### src/rtl/latch_strobe_tx.sv
// Serialises a WIDTH-bit word LSB first onto d_out, pulsing en_out for STROBE_CYC cycles per bit
// so a downstream D latch captures each bit; STROBE_CYC+2 cycles per bit, in_ready low while busy.
module latch_strobe_tx #(
    parameter int WIDTH      = 8,
    parameter int STROBE_CYC = 2
) (
    input  logic             clk,
    input  logic             rst_n,
    input  logic [WIDTH-1:0] in_data,
    input  logic             in_valid,
    output logic             in_ready,
    output logic             d_out,
    output logic             en_out,
    output logic             busy,
    output logic             done
);

    localparam int IW = (WIDTH > 1) ? $clog2(WIDTH) : 1;
    localparam int SW = (STROBE_CYC > 1) ? $clog2(STROBE_CYC) : 1;
    localparam logic [IW-1:0] LAST_IDX = IW'(WIDTH - 1);
    localparam logic [SW-1:0] LAST_STB = SW'(STROBE_CYC - 1);

    typedef enum logic [1:0] {
        IDLE,
        SETUP,
        STROBE,
        HOLD
    } state_t;

    state_t           state;
    state_t           state_nxt;
    logic             armed;
    logic [WIDTH-1:0] sr;
    logic [WIDTH-1:0] word_sel;
    logic [IW-1:0]    idx;
    logic [IW-1:0]    idx_nxt;
    logic [SW-1:0]    scnt;
    logic [SW-1:0]    scnt_nxt;
    logic             load;
    logic             done_nxt;
    logic             next_bit;
    logic             accept;

    // armed keeps in_ready low until the first edge after reset releases
    assign in_ready = armed && (state == IDLE);
    assign busy     = armed && (state != IDLE);
    assign accept   = in_valid && in_ready;

    always_comb begin
        state_nxt = state;
        idx_nxt   = idx;
        scnt_nxt  = scnt;
        load      = 1'b0;
        done_nxt  = 1'b0;
        case (state)
            IDLE: begin
                if (accept) begin
                    state_nxt = SETUP;
                    idx_nxt   = '0;
                    load      = 1'b1;
                end
            end
            SETUP: begin
                state_nxt = STROBE;
                scnt_nxt  = '0;
            end
            STROBE: begin
                if (scnt == LAST_STB) begin
                    state_nxt = HOLD;
                    scnt_nxt  = '0;
                end else begin
                    scnt_nxt = scnt + 1'b1;
                end
            end
            HOLD: begin
                if (idx == LAST_IDX) begin
                    state_nxt = IDLE;
                    done_nxt  = 1'b1;
                end else begin
                    state_nxt = SETUP;
                    idx_nxt   = idx + 1'b1;
                end
            end
            default: state_nxt = IDLE;
        endcase
    end

    // New bit is selected from the incoming word on acceptance, otherwise from the held word
    always_comb begin
        word_sel = load ? in_data : sr;
        next_bit = word_sel[idx_nxt];
    end

    always_ff @(posedge clk or negedge rst_n) begin
        if (!rst_n) begin
            state  <= IDLE;
            armed  <= 1'b0;
            sr     <= '0;
            idx    <= '0;
            scnt   <= '0;
            d_out  <= 1'b0;
            en_out <= 1'b0;
            done   <= 1'b0;
        end else begin
            armed  <= 1'b1;
            state  <= state_nxt;
            idx    <= idx_nxt;
            scnt   <= scnt_nxt;
            done   <= done_nxt;
            en_out <= (state_nxt == STROBE);
            if (load) begin
                sr <= in_data;
            end
            // d_out only moves on entry to SETUP, never next to a strobe
            if (state_nxt == SETUP) begin
                d_out <= next_bit;
            end
        end
    end

endmodule

### config.mk
export PLATFORM = sky130hd
export DESIGN_NAME = latch_strobe_tx
export DESIGN_NICKNAME = d
export VERILOG_FILES = /design/src/rtl/latch_strobe_tx.sv
export SDC_FILE = /design/constraint.sdc
export NUM_CORES = 1
export LEC_CHECK = 0
export BUFFER_PORTS_ARGS = -buffer_cell sky130_fd_sc_hd__buf_2
export CAP_MARGIN = 20
export CORE_MARGIN = 5
export CORE_UTILIZATION = 55
export DETAILED_ROUTE_END_ITERATION = 12
export PLACE_DENSITY_LB_ADDON = 0.12
export SLEW_MARGIN = 20
export SYNTH_ARGS = -nofsm -noshare
export SYNTH_HDL_FRONTEND = slang
export SYNTH_SLANG_ARGS = --single-unit
export TNS_END_PERCENT = 5
### constraint.sdc
create_clock -name clk -period 5.5 [get_ports clk]
set_clock_uncertainty 0.15 [all_clocks]
set_input_delay 0.55 -clock clk [delete_from_list [all_inputs] [get_ports clk]]
set_output_delay 0.55 -clock clk [all_outputs]
set_load 0.05 [all_outputs]
==> metrics.txt, run 1 <==
number of CTS-inserted buffers=3; port buffer count=15; relative max-transition margin=54.9%; clock power share=13.1%; Syn Area/Cell=11.5 sq um; total power=0.620 mW; worst hold path type=in -> async; Nets=117; largest net degree at the start of global routing=19; # Post-CTS Setup Buffers=0; hold slack=0.0201 ns; WL/cell=15.2 microns; Worst Max-Slew Pin Slew=0.668 ns; WP depth=8; worst endpoint required time=5.53 ns; reg2reg path depth=8; Sw Ratio=42.8%; post-cts hold buffer count=0; via count of the routed design=686; global route overflow=0; sequential element share of the synthesized area=47.6%; vias in the first global route=713; initial antenna violation count=0; first-pass GRT wire length=3260 microns; final setup TNS=0 ns; Arrival @ worst endpoint=2.41 ns; DRC viols=0; ys async rst share=100%; Iter 0 DRT Violations=14; Worst-path clk slew=0.10 ns; Worst path max stage delay=0.41 ns; sequential group share of total power=34.9%; Layout area overhead=13.5%; max frequency=421 MHz; DRT Wirelength=1780 microns; crit path max fanout=7; commonest cells after routing, fill and taps aside=dfrtp_1, buf_2, mux2_2; Met3 Wirelength=114 microns; period utilization=43.2%; type of the worst setup path=reg -> reg; post-synth top area cell=dfrtp_1; Final Slew Violations=0; CP top delay family=compound AO/OA/AOI/OAI gates; ys flop type=dfrtp_1; die area=2650 sq um; ANT cells=0; WP buf/inv=1; share of the synthesized area in the top cell type=47.6%; Yosys cell types=30; Max-cap violations=0; final hold vios=0; Std-Cell Rows=15; CTS resizes=0; Mapped Area=946 sq um; logic gate share of total power=52.1%; Final Critical Period=2.38 ns; Core Box Area=1690 sq um; reg2reg setup slack=3.12 ns; largest cells by area after synthesis=dfrtp_1, mux2_2, ha_1, inv_1, nand2_1; Die H=51.5 microns; Post-Syn Nets=98; deepest clock path buffer count=2; Die Span X=51.5 microns; outcome=completed; crit-path cells=inv_1, ha_1, a211oi_1, o21ai_1, o21ai_4, mux2_2, o221ai_1, o211ai_2; Psw=0.265 mW; DRT met1 WL=838 microns; endpoints failing setup=0; CTS HTree Levels=1; antenna viol nets, final=0; post-synthesis cell count=82; RR Endpoint=d_out; drt pass-1 iters=4; CP Launch Type=flip-flop; Synth Register Bits=18; DR top layer=met4; PD cells=578 nW/um^2; I/O pin count=16; WL met2=807 microns; routability congestion estimate=0.812; layout cells sized above 1=37.0%; Root Buffer=clkbuf_4; Peak VDD IR=284 uV; Post-Place Cell Area=1040 sq um; RSZ-0062 raised after global routing=no; Pleak=0.529 nW; most common cell after layout, fill and taps aside=dfrtp_1; synth warn=0; design internal power=0.355 mW; CP max-delay cell=dfrtp_1; Initial Utilization=56.0%; design area=1070 sq um; Post-synth EDFFs=0; hpwl dp=1330 microns; crit end category=flip-flop; Finished Core Util=63.6%; Reg2Reg Launch Point=state[0]; Clock Sinks=18; worst skew pair latency=0.29 ns; CTS tree=built; Total GRT Usage=16.5%; vias per inst=5.86
registers in the layout (all words and copies together) (netlist names):
register / count
scnt: 1
d_out: 1
sr: 8
idx: 3
state: 2
en_out: 1
done: 1
armed: 1
cells by family (layout without fill, tap and decap cells):
logic type | count (synthesis) | after routing | share of synthesized area, %
and+or+nand+nor | 18 | 18 | 10.5
muxes | 11 | 11 | 12.8
other | 1 | 1 | 0.396
AOI/OAI and AO/OA | 21 | 21 | 18.8
adders and majority gates | 5 | 5 | 6.61
buffers and inverters | 8 | 26 | 3.31
DFF | 18 | 18 | 47.6
worst register-to-register path, delay by kind of cell (launching register included):
kind	cells	cell delay [ns]
buf+inv	1	0.09
fa+ha+maj	1	0.41
mux	1	0.36
compound gates	5	0.85
flops	1	0.41
routing by layer:
layer / vias up / track usage (%)
met4: 0 / 5.24
met5: - / 0
met1: 331 / 22.8
li1: 329 / -
met2: 21 / 25.2
met3: 5 / 4.08
how the worst max path moves through the flow:
stage               startpoint  endpoint  slack, ns
floorplan             state[0]     d_out       3.37
global placement      state[0]     d_out       3.28
detailed placement    state[0]     d_out       3.17
CTS                   state[0]     d_out       3.15
global route          state[0]     d_out       2.97
finish                state[0]     d_out       3.12
final cells by class:
cell class              count  area [sq um]
well taps                  17          21.3
clock buffers               4          36.3
inverters                   7          26.3
repair buffers             15          75.1
fillers                   148           616
flip-flops and latches     18           450
multi-input cells          56           464
synthesized netlist by cell type (2+ instances only):
library cell / instances
a21oi_1: 3
nor2_1: 4
inv_1: 7
mux2i_1: 2
o21ai_0: 4
mux2_2: 9
dfrtp_1: 18
nand2_1: 6
and3_1: 2
o31ai_1: 2
ha_1: 5
a22oi_1: 2
power by group through the flow:
stage,sequential (mW),clock [mW],combinational [mW]
after floorplan,0.224,0,0.247
after global placement,0.217,0,0.312
after detailed placement,0.220,0,0.320
after CTS,0.216,0.0853,0.321
after global routing,0.223,0.0882,0.361
final,0.216,0.0810,0.323
stage by stage:
step,std cells,worst slack (ns)
final,117,3.12
after global routing,117,2.97
after CTS,117,3.15
after global placement,113,3.28
after floorplan,82,3.37
after detailed placement,113,3.17
No activity file was read; power rests on OpenSTA's default activity.
==> inputs of run 2 (changes only) <==
Settings changed: CORE_UTILIZATION 55 to 53.
Clock period 5.5 ns to 2.2 ns, I/O delays scaled along.
==> run 2 against run 1 <==
Worst hold slack worse by 0.0038 ns. Total power increased to 2.7 times the previous value. Clock power rose by 99%. Global-route usage shrank 0.058 points. Worst setup slack worse by 3.0 ns. Clock-buffer cell count down 1. First-iteration DRC count fell by 14%. Die area grew 3.0%. Critical endpoint unchanged. Highest routed layer unchanged.
==> metrics.txt, run 2 (synthesis results as in run 1) <==
Hold Path Origin=in_data[2]; Worst path max stage delay=0.44 ns (+0.03 ns); Layout area overhead=22.5%; fill count=134 (-9.5%); Die H=52.2 microns (+1.5%); Arrival @ worst endpoint=2.14 ns (-0.27 ns); RR Endpoint=d_out; crit end category=flip-flop; final setup TNS=0 ns (unchanged); design internal power=0.986 mW (+180%); Sw Ratio=41.6% (-1.2 points); port buffer count=15 (unchanged); CTS tree=built; CTS HTree Levels=1 (unchanged); die area=2730 sq um (+3.0%); ANT cells=0 (unchanged); Peak VDD IR=797 uV (+180%); vias per inst=5.35 (-8.7%); Biggest register=sr; WHS Path Cells=2; CP Launch Type=flip-flop; Total GRT Usage=16.5% (-0.058 points); Die Span X=52.2 microns (+1.5%); worst skew pair latency=0.29 ns (about the same); RSZ-0062 raised after global routing=no; WL/cell=14.1 microns (-7.5%); Pleak=0.553 nW (+4.5%); Psw=0.701 mW (+160%); final cell count without fillers=131 (+12%); reg2reg path depth=7 (-1); Clock Sinks=18 (unchanged); DRC viols=0 (unchanged); max frequency=477 MHz (+13%); DRT Wirelength=1850 microns (+3.5%); layout cells sized above 1=45.3% (+8.3 points); number of CTS-inserted buffers=3 (unchanged); WP buf/inv=0 (-1); hold path endpoint=sr[2]; vias in the first global route=731 (+2.5%); worst hold path type=in -> reg; via count of the routed design=701 (+2.2%); Core Box Area=1710 sq um (+1.1%); outcome=completed; CP max-delay cell=dfrtp_1; most common cell after layout, fill and taps aside=dfrtp_1; routability congestion estimate=0.862 (+6.2%); crit path max fanout=7 (unchanged); I/O pin count=16 (unchanged); deepest clock path buffer count=2 (unchanged); initial antenna violation count=0 (unchanged); CP top delay family=compound AO/OA/AOI/OAI gates; first-pass GRT wire length=3260 microns (unchanged); crit-path cells=ha_2, a211oi_1, o21ai_1, o21ai_4, mux2_2, o221ai_1, o211ai_2; largest registers=sr (8), idx (3), state (2); worst endpoint required time=2.24 ns (-3.29 ns); global route overflow=0 (unchanged); Final Slew Violations=0 (unchanged); endpoints failing setup=0 (unchanged); antenna viol nets, final=0 (unchanged); hpwl dp=1400 microns (+5.6%); type of the worst setup path=reg -> reg; commonest cells after routing, fill and taps aside=dfrtp_1, buf_2, mux2_2; Reg2Reg Launch Point=idx[0]; Final Critical Period=2.10 ns (-0.277 ns); Initial Utilization=55.4% (-0.62 points); drt pass-1 iters=4 (unchanged); reg2reg setup slack=0.10 ns (-3.02 ns); Iter 0 DRT Violations=12 (-2); dpl cells=126 (+12%); Worst-path clk slew=0.10 ns (about the same); PD cells=1460 nW/um^2 (+150%); Max-cap violations=0 (unchanged); Root Buffer=clkbuf_4; period utilization=95.4% (+52 points); Nets=124 (+6.0%); total power=1.69 mW (+170%); logic gate share of total power=58.3% (+6.2 points); Std-Cell Rows=15 (unchanged); clock power share=9.5% (-3.6 points); largest net degree at the start of global routing=19 (unchanged); final hold vios=0 (unchanged); sequential group share of total power=32.2% (-2.7 points); Largest register FFs=8 (unchanged)
==> run 2: how the worst max path moves through the flow <==
stage                         from    end  slack, ns  cells past startpoint
final                       idx[0]  d_out       0.10                      7
after global routing      state[1]  d_out       0.02                      8
after CTS                 state[1]  d_out      0.008                      8
after detailed placement  state[1]  d_out       0.02                      8
after global placement    state[0]  d_out       0.06                      8
after floorplan           state[0]  d_out       0.07                      8
==> run 2: worst reg2reg max path: stages (launching register included) <==
cell	delay, ns
dfrtp_1	0.44
ha_2	0.25
a211oi_1	0.24
o21ai_1	0.14
o21ai_4	0.11
mux2_2	0.36
o221ai_1	0.20
o211ai_2	0.09
==> run 2: repair_timing <==
action	CTS	global route
hold buffers	1	0
endpoints found under the hold margin	18	0
gates resized for setup	0	8
endpoints found under the setup margin	0	1
buffers inserted	0	1
==> run 2: layout make-up <==
class                           instances  area [sq um]  share of cell area, %
Timing Repair Buffer                   22           130                   11.2
Multi-Input combinational cell         56           498                   43.0
Tap cell                               25          31.3                   2.70
Clock buffer                            3          22.5                   1.94
Inverter                                7          26.3                   2.27
Sequential cell                        18           450                   38.9
==> run 2: power by group through the flow <==
stage | logic [mW] | registers (mW) | clock network (mW)
after floorplan | 0.617 | 0.561 | 0
after global placement | 0.879 | 0.538 | 0
after detailed placement | 0.900 | 0.544 | 0
after CTS | 0.903 | 0.538 | 0.168
after global routing | 1.08 | 0.564 | 0.183
final | 0.983 | 0.543 | 0.161
==> run 2: routing by layer <==
layer / global-route usage (%) / vias to the layer above / wire (microns)
met5: 0 / - / 0
met4: 8.94 / 0 / 42
met3: 2.85 / 5 / 130
met2: 24.9 / 27 / 815
met1: 22.3 / 324 / 858
li1: - / 345 / -
==> run 2: metrics by stage <==
stage	setup slack (ns)	hold WS (ns)	area (sq um)	util [%]
floorplan	0.0679	-0.226	946	-
global placement	0.0596	0.0180	1080	63.5
detailed placement	0.0177	0.0239	1080	63.5
CTS	0.00784	0.00927	1120	65.4
global route	0.0236	0.00644	1160	67.8
finish	0.102	0.0163	1160	67.8
